## src/rtl/assist_pkg.sv

```systemverilog
// Shared widths, limits and state encoding for the assist torque sequencer.
package assist_pkg;

   localparam int CMD_W   = 13;
   localparam int ANGLE_W = 10;
   localparam logic [CMD_W-1:0] CMD_MAX = 13'd8191;

   typedef enum logic [2:0] {
      OFF       = 3'd0,
      RAMP_UP   = 3'd1,
      TRACK     = 3'd2,
      RAMP_DOWN = 3'd3,
      FAULT     = 3'd4
   } assist_state_t;

   // Magnitude of a signed angle; -512 has no positive twin and saturates to 511.
   function automatic logic [ANGLE_W-1:0] angle_abs(input logic [ANGLE_W-1:0] a);
      logic [ANGLE_W-1:0] neg;
      neg = -a;
      if (!a[ANGLE_W-1])
         return a;
      else if (a == {1'b1, {(ANGLE_W-1){1'b0}}})
         return {1'b0, {(ANGLE_W-1){1'b1}}};
      else
         return neg;
   endfunction

endpackage

```

## src/rtl/cadence_monitor.sv

```systemverilog
// Pedal cadence monitor: synchronises the raw pedal pulse, detects strokes and
// flags the rider as pedaling until TIMEOUT_TICKS ticks pass without a stroke.
module cadence_monitor #(
   parameter int TIMEOUT_TICKS = 1000
) (
   input  logic clk,
   input  logic reset,
   input  logic cadence,
   input  logic tick,
   output logic pedaling
);

   localparam int TW = $clog2(TIMEOUT_TICKS + 1);
   localparam logic [TW-1:0] TIMEOUT_V = TW'(TIMEOUT_TICKS);

   logic [1:0]    sync_reg;
   logic          prev_reg;
   logic [TW-1:0] timer_reg;
   logic          stroke;

   assign stroke = sync_reg[1] & ~prev_reg;

   // A stroke clears the timer even when it coincides with a tick.
   always_ff @(posedge clk or posedge reset) begin
      if (reset) begin
         sync_reg  <= '0;
         prev_reg  <= 1'b0;
         timer_reg <= '0;
      end else begin
         sync_reg <= {sync_reg[0], cadence};
         prev_reg <= sync_reg[1];
         if (stroke)
            timer_reg <= '0;
         else if (tick && (timer_reg < TIMEOUT_V))
            timer_reg <= timer_reg + TW'(1);
      end
   end

   assign pedaling = (timer_reg < TIMEOUT_V);

endmodule

```

## src/rtl/assist_sequencer.sv

```systemverilog
// Assist torque sequencer: slew-limited motor command with soft start/stop, brake cut and tilt lockout.
// Build option FAULT_LATCH_EN: leaving FAULT also needs a fault_clear pulse after the hold expires.
module assist_sequencer
   import assist_pkg::*;
#(
   parameter int TICK_DIV              = 50000,
   parameter int RAMP_STEP             = 16,
   parameter int CADENCE_TIMEOUT_TICKS = 1000,
   parameter int TILT_LIMIT            = 45,
   parameter int FAULT_HOLD_TICKS      = 2000
) (
   input  logic               clk,
   input  logic               reset,
   input  logic [CMD_W-1:0]   AssistanceRequest,
   input  logic [ANGLE_W-1:0] ResolvedRoll,
   input  logic [ANGLE_W-1:0] ResolvedPitch,
   input  logic               cadence,
   input  logic               brake,
   input  logic               enable,
   input  logic               fault_clear,
   output logic [CMD_W-1:0]   MotorCommand,
   output logic               MotorEnable,
   output logic [2:0]         AssistState,
   output logic               fault
);

   localparam int DIV_W  = (TICK_DIV > 1) ? $clog2(TICK_DIV) : 1;
   localparam int HOLD_W = $clog2(FAULT_HOLD_TICKS + 1);
   localparam logic [DIV_W-1:0]   DIV_LAST = DIV_W'(TICK_DIV - 1);
   localparam logic [HOLD_W-1:0]  HOLD_V   = HOLD_W'(FAULT_HOLD_TICKS);
   localparam logic [CMD_W-1:0]   STEP_V   = CMD_W'(RAMP_STEP);
   localparam logic [ANGLE_W-1:0] TILT_V   = ANGLE_W'(TILT_LIMIT);

   logic [DIV_W-1:0]  div_reg;
   logic              tick;
   assist_state_t     state_reg, state_next;
   logic [CMD_W-1:0]  cmd_reg, cmd_next, up_cmd, down_cmd;
   logic [CMD_W:0]    up_sum;
   logic [HOLD_W-1:0] hold_reg, hold_next;
   logic              pedaling, tilt, assist_ok, hold_done, release_ok;

   assign tick = (div_reg == DIV_LAST);

   always_ff @(posedge clk or posedge reset) begin
      if (reset)
         div_reg <= '0;
      else if (tick)
         div_reg <= '0;
      else
         div_reg <= div_reg + DIV_W'(1);
   end

   cadence_monitor #(
      .TIMEOUT_TICKS(CADENCE_TIMEOUT_TICKS)
   ) u_cadence (
      .clk     (clk),
      .reset   (reset),
      .cadence (cadence),
      .tick    (tick),
      .pedaling(pedaling)
   );

   assign tilt = (angle_abs(ResolvedRoll) >= TILT_V) || (angle_abs(ResolvedPitch) >= TILT_V);
   assign assist_ok = enable && pedaling;
   assign hold_done = (hold_reg == HOLD_V);

`ifdef FAULT_LATCH_EN
   assign release_ok = hold_done && fault_clear;
`else
   logic unused_fault_clear;
   assign unused_fault_clear = fault_clear;
   assign release_ok = hold_done;
`endif

   // Candidate one-tick moves; the up move never overshoots the target nor wraps past CMD_MAX.
   always_comb begin
      up_sum = {1'b0, cmd_reg} + {1'b0, STEP_V};
      up_cmd = (up_sum > {1'b0, CMD_MAX}) ? CMD_MAX : up_sum[CMD_W-1:0];
      if (up_cmd > AssistanceRequest)
         up_cmd = AssistanceRequest;
      down_cmd = (cmd_reg > STEP_V) ? (cmd_reg - STEP_V) : '0;
   end

   always_comb begin
      state_next = state_reg;
      cmd_next   = cmd_reg;
      hold_next  = '0;
      if (tilt) begin
         state_next = FAULT;
         cmd_next   = '0;
      end else if (brake) begin
         state_next = OFF;
         cmd_next   = '0;
      end else begin
         case (state_reg)
            OFF: begin
               cmd_next = '0;
               if (tick && assist_ok && (AssistanceRequest != '0))
                  state_next = RAMP_UP;
            end
            RAMP_UP: if (tick) begin
               if (!assist_ok)
                  state_next = RAMP_DOWN;
               else if (AssistanceRequest <= cmd_reg)
                  state_next = TRACK;
               else begin
                  cmd_next = up_cmd;
                  if (up_cmd == AssistanceRequest)
                     state_next = TRACK;
               end
            end
            TRACK: if (tick) begin
               if (!assist_ok)
                  state_next = RAMP_DOWN;
               else if (AssistanceRequest < cmd_reg)
                  cmd_next = AssistanceRequest;
               else
                  cmd_next = up_cmd;
            end
            RAMP_DOWN: if (tick) begin
               if (assist_ok)
                  state_next = RAMP_UP;
               else begin
                  cmd_next = down_cmd;
                  if (down_cmd == '0)
                     state_next = OFF;
               end
            end
            FAULT: begin
               cmd_next  = '0;
               hold_next = hold_reg;
               if (release_ok) begin
                  state_next = OFF;
                  hold_next  = '0;
               end else if (tick && !hold_done)
                  hold_next = hold_reg + HOLD_W'(1);
            end
            default: begin
               state_next = OFF;
               cmd_next   = '0;
            end
         endcase
      end
   end

   always_ff @(posedge clk or posedge reset) begin
      if (reset) begin
         state_reg <= OFF;
         cmd_reg   <= '0;
         hold_reg  <= '0;
      end else begin
         state_reg <= state_next;
         cmd_reg   <= cmd_next;
         hold_reg  <= hold_next;
      end
   end

   assign MotorCommand = cmd_reg;
   assign MotorEnable  = (state_reg == RAMP_UP) || (state_reg == TRACK) || (state_reg == RAMP_DOWN);
   assign AssistState  = state_reg;
   assign fault        = (state_reg == FAULT);

endmodule

```

## config.mk

```make
export PLATFORM = sky130hd
export DESIGN_NAME = assist_sequencer
export DESIGN_NICKNAME = d
export VERILOG_FILES = /design/src/rtl/assist_pkg.sv /design/src/rtl/cadence_monitor.sv /design/src/rtl/assist_sequencer.sv
export SDC_FILE = /design/constraint.sdc
export NUM_CORES = 1
export LEC_CHECK = 0
export CORE_MARGIN = 1
export CORE_UTILIZATION = 39
export DETAILED_ROUTE_END_ITERATION = 10
export PLACE_DENSITY = 0.6
export RECOVER_POWER = 100
export SLEW_MARGIN = 25
export SYNTH_ARGS = -nofsm -noshare
export SYNTH_HDL_FRONTEND = slang
export SYNTH_SLANG_ARGS = --single-unit
```

## constraint.sdc

```tcl
create_clock -name clk -period 8.45 [get_ports clk]
set_clock_uncertainty 0.2 [all_clocks]
set_input_delay 2.535 -clock clk [delete_from_list [all_inputs] [get_ports clk]]
set_output_delay 2.535 -clock clk [all_outputs]
set_load 0.01 [all_outputs]
```

Yosys cells after proc, flatten, opt, wreduce, memory -nomap -nowiden. Cells that the tools add are included.

Add/subtract/negate cells: 7. Multiply operators: 0. Divide/modulo/power cells: 0. Order comparisons: 8. Equal/unequal tests: 22. Shift operators: 0. Multiplexer cells: 40. Bitwise logic cells: 2. Reduce and logical (&&, ||, !) cells: 15.

Operator list (number): $mux W13 (13); $mux W10 (6); $mux W11 (5); $mux W3 (13); $pmux W13 S3 (1); $ne A4 B4 Y1 const B (9); $eq A10 B10 Y1 const B (2); $ge A10 B6 Y1 const B (2); $neg A10 Y10 (2); $add A16 B1 Y16 const B (1); $eq A16 B16 Y1 const B (1); $mux W16 (1); $pmux W3 S5 (1); $add A13 B5 Y14 const B (1); $gt A14 B13 Y1 const B (1); $eq A13 B13 Y1 (1); $gt A13 B13 Y1 (1); $gt A13 B5 Y1 const B (1); $le A13 B13 Y1 (1); $logic_not A13 Y1 (1); $lt A13 B13 Y1 (1); $reduce_bool A13 Y1 (1); $sub A13 B5 Y13 const B (1); $add A11 B1 Y11 const B (1); 19 further kinds (26).

Register bits: 56. Bits in latches: 0. RAM bits: 0. Memory bits (read-only): 0. Input bits: 39. Output and inout port bits: 18. Word-level logic and storage cells: 101. Memories: 0.

Logic depth before layout (Yosys ltp).
Depth in word-level cells: 13. Gate-level depth with buffers: 16. Depth with buffers taken out: 13.

By module. From an unflattened synthesis, not the netlist that was laid out.

Cells, all modules: 644. Area, all modules: 5151.2 um2.

Modules (own cells, without submodules): assist_sequencer (times used 1, cells each 576, area each 4446.8 um2); cadence_monitor (times used 1, cells each 68, area each 704.4 um2).

Least setup slack after synthesis. Ideal clock, no wire load.

Path kind: input -> register. Start point: in AssistanceRequest[10]. End point: reg cmd_reg[8], in the netlist MotorCommand[8]. Arrival time: 5.094 ns. Data required time: 8.129 ns. Setup slack: 3.035 ns. Cell stages on the path: 12. Path buffers: 2. Path through: clkbuf_1 > inv_1 > ha_1 > nand2_1 > nor4_1 > o31ai_1 > a21boi_1 > nand2b_1 > buf_2 > mux2_2 > a221o_1 > a22o_1.

Longest elaborated chain between the ends: 8. Elaborated cells between the ends (all ways): 15.

RTL lines: start: declaration (RTL line assist_sequencer.sv:14) `input logic [CMD_W-1:0] AssistanceRequest,`; $gt A13 B13 Y1 (RTL line assist_sequencer.sv:79) `if (up_cmd > AssistanceRequest)`; $mux W13 (RTL line assist_sequencer.sv:79); $mux W13 (on tied branches) (RTL line assist_sequencer.sv:115, assist_sequencer.sv:104); $mux W13 (on tied branches) (RTL line assist_sequencer.sv:113, assist_sequencer.sv:102); $mux W13 (on tied branches) (RTL line assist_sequencer.sv:112, assist_sequencer.sv:101); $pmux W13 S3 (RTL line assist_sequencer.sv:95) `case (state_reg)`; $mux W13 (RTL line assist_sequencer.sv:91) `end else if (brake) begin`; $mux W13 (RTL line assist_sequencer.sv:88) `if (tilt) begin`; end signal: assignment (RTL line assist_sequencer.sv:153) `cmd_reg <= cmd_next;`; end: declaration (RTL line assist_sequencer.sv:37) `logic [CMD_W-1:0] cmd_reg, cmd_next, up_cmd, down_cmd;`.

Parallel ways exist; a longest one is shown, timed or not. The select of a mux whose other input is x is not followed. A chain may end at the register's enable or synchronous reset.

Final worst setup path. Ends and elaborated chain as after synthesis.

==> impl_metrics.toml <==
[pwr]
netSwitchingPower_uw = 151.4
comb_power_share_pct = 14.0
power-per-cell-area_nw_per_um2 = 98.47
switching_share_pct = 26.56
sequentialPowerShare_pct = 47.2
vdd.ir_drop.worst_uv = 78.09
clock_power_share_pct = 38.9
leakagePower_uw = 0.002335
internal-power_uw = 418.5

[clock_tree]
ctsHoldBuffers = 0
clock_root_buffer_master = "clkbuf_16"
clkTransAtPathRegs_ns = 0.08
clk-insertion-delay-late_ns = 0.30
clock_sinks = 56
numCtsBuffers = 5
clock_tree.htree_level_count = 2
clock_tree_from_tritoncts = "built"
maximum_root_to_sink_buffer_count = 2
cts_setup_buffers = 0
post_cts_resize_count = 0

[synthesis]
ys.flop_type = "dfrtp_1"
post_synth_mux_area_share_pct = 3.783
ys_seq_area_share_pct = 28.06
edff_count_synth = 0
postSynthRegisterBits = 56
synth_warnings = 0
mappedNetlistNets = 690
synth-adder-area-share_pct = 8.768
combinational_family_with_the_most_area_after_synthesis = "simple AND/OR/NAND/NOR gates"
post_synth_xor_area_fraction_pct = 8.592
synth_area_um2 = 4995
synth_cell_types = 70
fraction_of_synthesis_flops_using_an_asynchronous_set_or_reset_pin_pct = 100.0
synth_simple_gate_area_share_pct = 26.83
post_synth_inst_count = 616
compound_gate_fraction_of_synth_area_pct = 18.49
post_synth.cell_area_avg_um2 = 8.108

[placed_design]
placed_cells_incl_taps = 812
dp.final_hpwl_um = 10490
gp_congestion = 0.9233
place.port_buffers = 55
place_ws_ns = 1.702

[status]
outcome = "complete, but fails checks"
failing_checks = "capacitance limit, slew limit"

[worst_setup_path]
critical_path.reg2reg.endpoint = "MotorCommand[8]$_DFFE_PP0P_"
cp.required_ns = 8.44
crit_fanout = 17
worstSetupStartpointType = "primary input"
timing.setup.critical_path_class = "in -> reg"
worst-endpoint-arrival_ns = 7.04
critPathMaxStageDelay_ns = 0.78
worstSetupEndpointType = "flip-flop"
worst_r2r_startpoint = "MotorCommand[7]$_DFFE_PP0P_"
cpMaxStageDelayCell = "dlygate4sd3_1"
cp_cell_sequence = "dlygate4sd3_1 -> inv_1 -> ha_1 -> nand2_1 -> nor4_1 -> o31ai_1 -> a21boi_0 -> clkbuf_1 -> nand2b_1 -> mux2_2 -> a221o_1 -> a22o_1"
r2r_slack_ns = 2.77
worst-r2r-cell-count = 13

[timing]
tns_ns = 0
final_hold_viol_count = 0
tightestPinTransition_ns = 3.041
timing.final.ws_setup_ns = 1.406
count_of_final_max_slew_check_failures = 57
layout_min_cycle_time_ns = 7.044
worst_slew_margin_rel_pct = -102.7
max_freq_mhz = 142.0
grt_setup_unrepaired = "no"
setup-violations-final = 0
final_period_util_pct = 83.36

[hold_path]
startpoint_of_the_tightest_hold_check_path = "u_cadence.sync_reg[0]$_DFF_PP0_"
holdPathStages = 0
worstHoldPathType = "reg -> reg"
min_delay_worst_endpoint = "u_cadence.sync_reg[1]$_DFF_PP0_"

[floorplan]
die_boundary_width_um = 115.2
initial_core_util_pct = 40.73
dieArea_um2 = 13260
num_rows = 40
number_of_i_o_pins = 57
placeableCoreArea_um2 = 12260
floorplan.die.height_um = 115.2

[detailed_routing]
drc = 0
drt_wl_total_um = 13970
detail_route.iter0.violations = 338
detail_routed_net_length_per_standard_cell_um = 17.04
drt_pre_antenna_iters = 5
via_count = 4775
post_drt_via_cell_ratio = 5.823
drt.antenna.violating_nets = 0

[global_route]
number_of_global_route_vias_before_repair = 4636
number_of_antenna_violations_at_the_first_check_in_global_routing = 0
grt_pass1_wl_um = 23140
largest_net_degree_at_the_start_of_global_routing = 57
grt_overflow = 0
overall_global_routing_resource_usage_pct = 22.04

[layout]
final-instance-count-excl-fill = 820
nNetsFinal = 725
largest_reg_flops = 16
drive_above_1_share_pct = 3.067
area.growth.synth_to_final_pct = 15.86
diodes = 0

[job]
max_cap_violations = 1
==> worst max-delay path by stage <==
stage / start / endpoint / slack (ns) / cells after the start
after floorplan: AssistanceRequest[10] / MotorCommand[8]$_DFFE_PP0P_ / 3.03 / 12
after global placement: AssistanceRequest[10] / MotorCommand[8]$_DFFE_PP0P_ / 1.76 / 12
after detailed placement: AssistanceRequest[10] / MotorCommand[8]$_DFFE_PP0P_ / 1.70 / 12
after CTS: AssistanceRequest[10] / MotorCommand[8]$_DFFE_PP0P_ / 1.97 / 12
after global routing: AssistanceRequest[10] / MotorCommand[8]$_DFFE_PP0P_ / 1.21 / 12
final: AssistanceRequest[10] / MotorCommand[8]$_DFFE_PP0P_ / 1.41 / 12
==> worst max-delay path, delay by kind of cell <==
| family | cells | cell delay, ns |
|---|---|---|
| AOI/OAI and AO/OA | 4 | 0.88 |
| adders and majority gates | 1 | 0.32 |
| buffers and inverters | 3 | 1.57 |
| muxes | 1 | 0.41 |
| and+or+nand+nor | 3 | 1.29 |
==> metal layers <==
layer	vias up	share of wire [%]	global-route usage, %
li1	2323	-	-
met1	2293	45	28.53
met2	137	47	37.31
met3	22	5.3	3.110
met4	0	2.4	8.225
met5	-	0	0
==> cell usage after synthesis (6+ instances only) <==
cell type / number / area, µm²
a21oi_1: 29 / 145.1
nand3_1: 32 / 160.2
nor4_1: 9 / 56.30
nor2b_1: 10 / 62.56
a211oi_1: 6 / 45.04
dfrtp_1: 56 / 1401
clkbuf_1: 20 / 75.07
nand2_1: 53 / 198.9
inv_1: 38 / 142.6
buf_2: 6 / 30.03
mux2i_1: 11 / 110.1
nor2_1: 64 / 240.2
nand4_1: 17 / 106.4
o21ai_0: 17 / 85.08
mux2_2: 7 / 78.83
xor2_1: 25 / 219.0
nand2b_1: 7 / 43.79
ha_1: 35 / 437.9
nor3_1: 19 / 95.09
o2bb2ai_1: 6 / 52.55
o22ai_1: 8 / 50.05
xnor2_1: 24 / 210.2
==> cells by family after synthesis <==
kind of cell	count (synthesis)
adders and majority gates	35
xor gates and xnor gates	49
buffers and inverters	69
AOI/OAI and AO/OA	132
DFF	56
muxes	18
and+or+nand+nor	257
==> through the flow <==
stage	power, µW	utilization [%]	cell area [µm²]	hold slack (ns)
5_1_grt	595.5	47.19	5787	0.1582
3_3_place_gp	352.5	46.05	5647	0.1333
3_5_place_dp	354.4	46.05	5647	0.1347
2_1_floorplan	317.5	-	4995	0.1312
6_report	569.8	47.19	5787	0.1522
4_1_cts	577.0	47.35	5806	0.1542
==> cells in the final DEF (no fill, tap or decap), types with 17 or more instances in the layout <==
cell type / synthesis / final
xor2_1: 25 / 25
ha_1: 35 / 35
xnor2_1: 24 / 24
a21oi_1: 29 / 29
dfrtp_1: 56 / 56
nand2_1: 53 / 53
nand4_1: 17 / 17
o21ai_0: 17 / 17
nor3_1: 19 / 20
inv_1: 38 / 37
nor2_1: 64 / 64
dlygate4sd3_1: 0 / 22
nand3_1: 32 / 32
clkdlybuf4s50_1: 0 / 33
==> power by group through the flow <==
stage	Combinational (µW)	Clock [µW]	Sequential (µW)
2_1_floorplan	43.5	0	274
3_3_place_gp	78.4	0	274
6_report	79.5	222	269
5_1_grt	88.3	238	269
3_5_place_dp	80.3	0	274
4_1_cts	80.9	227	269
==> area by class of cell <==
| class | count | area [µm²] |
|---|---|---|
| inverters | 40 | 150.1 |
| fillers | 1214 | 6475 |
| repair buffers | 57 | 558.0 |
| flip-flops and latches | 56 | 1401 |
| well taps | 168 | 210.2 |
| clock buffers | 5 | 125.1 |
| clock inverters | 3 | 33.78 |
| multi-input cells | 491 | 3308 |
Note: power is estimated with default switching activity, not from simulation.
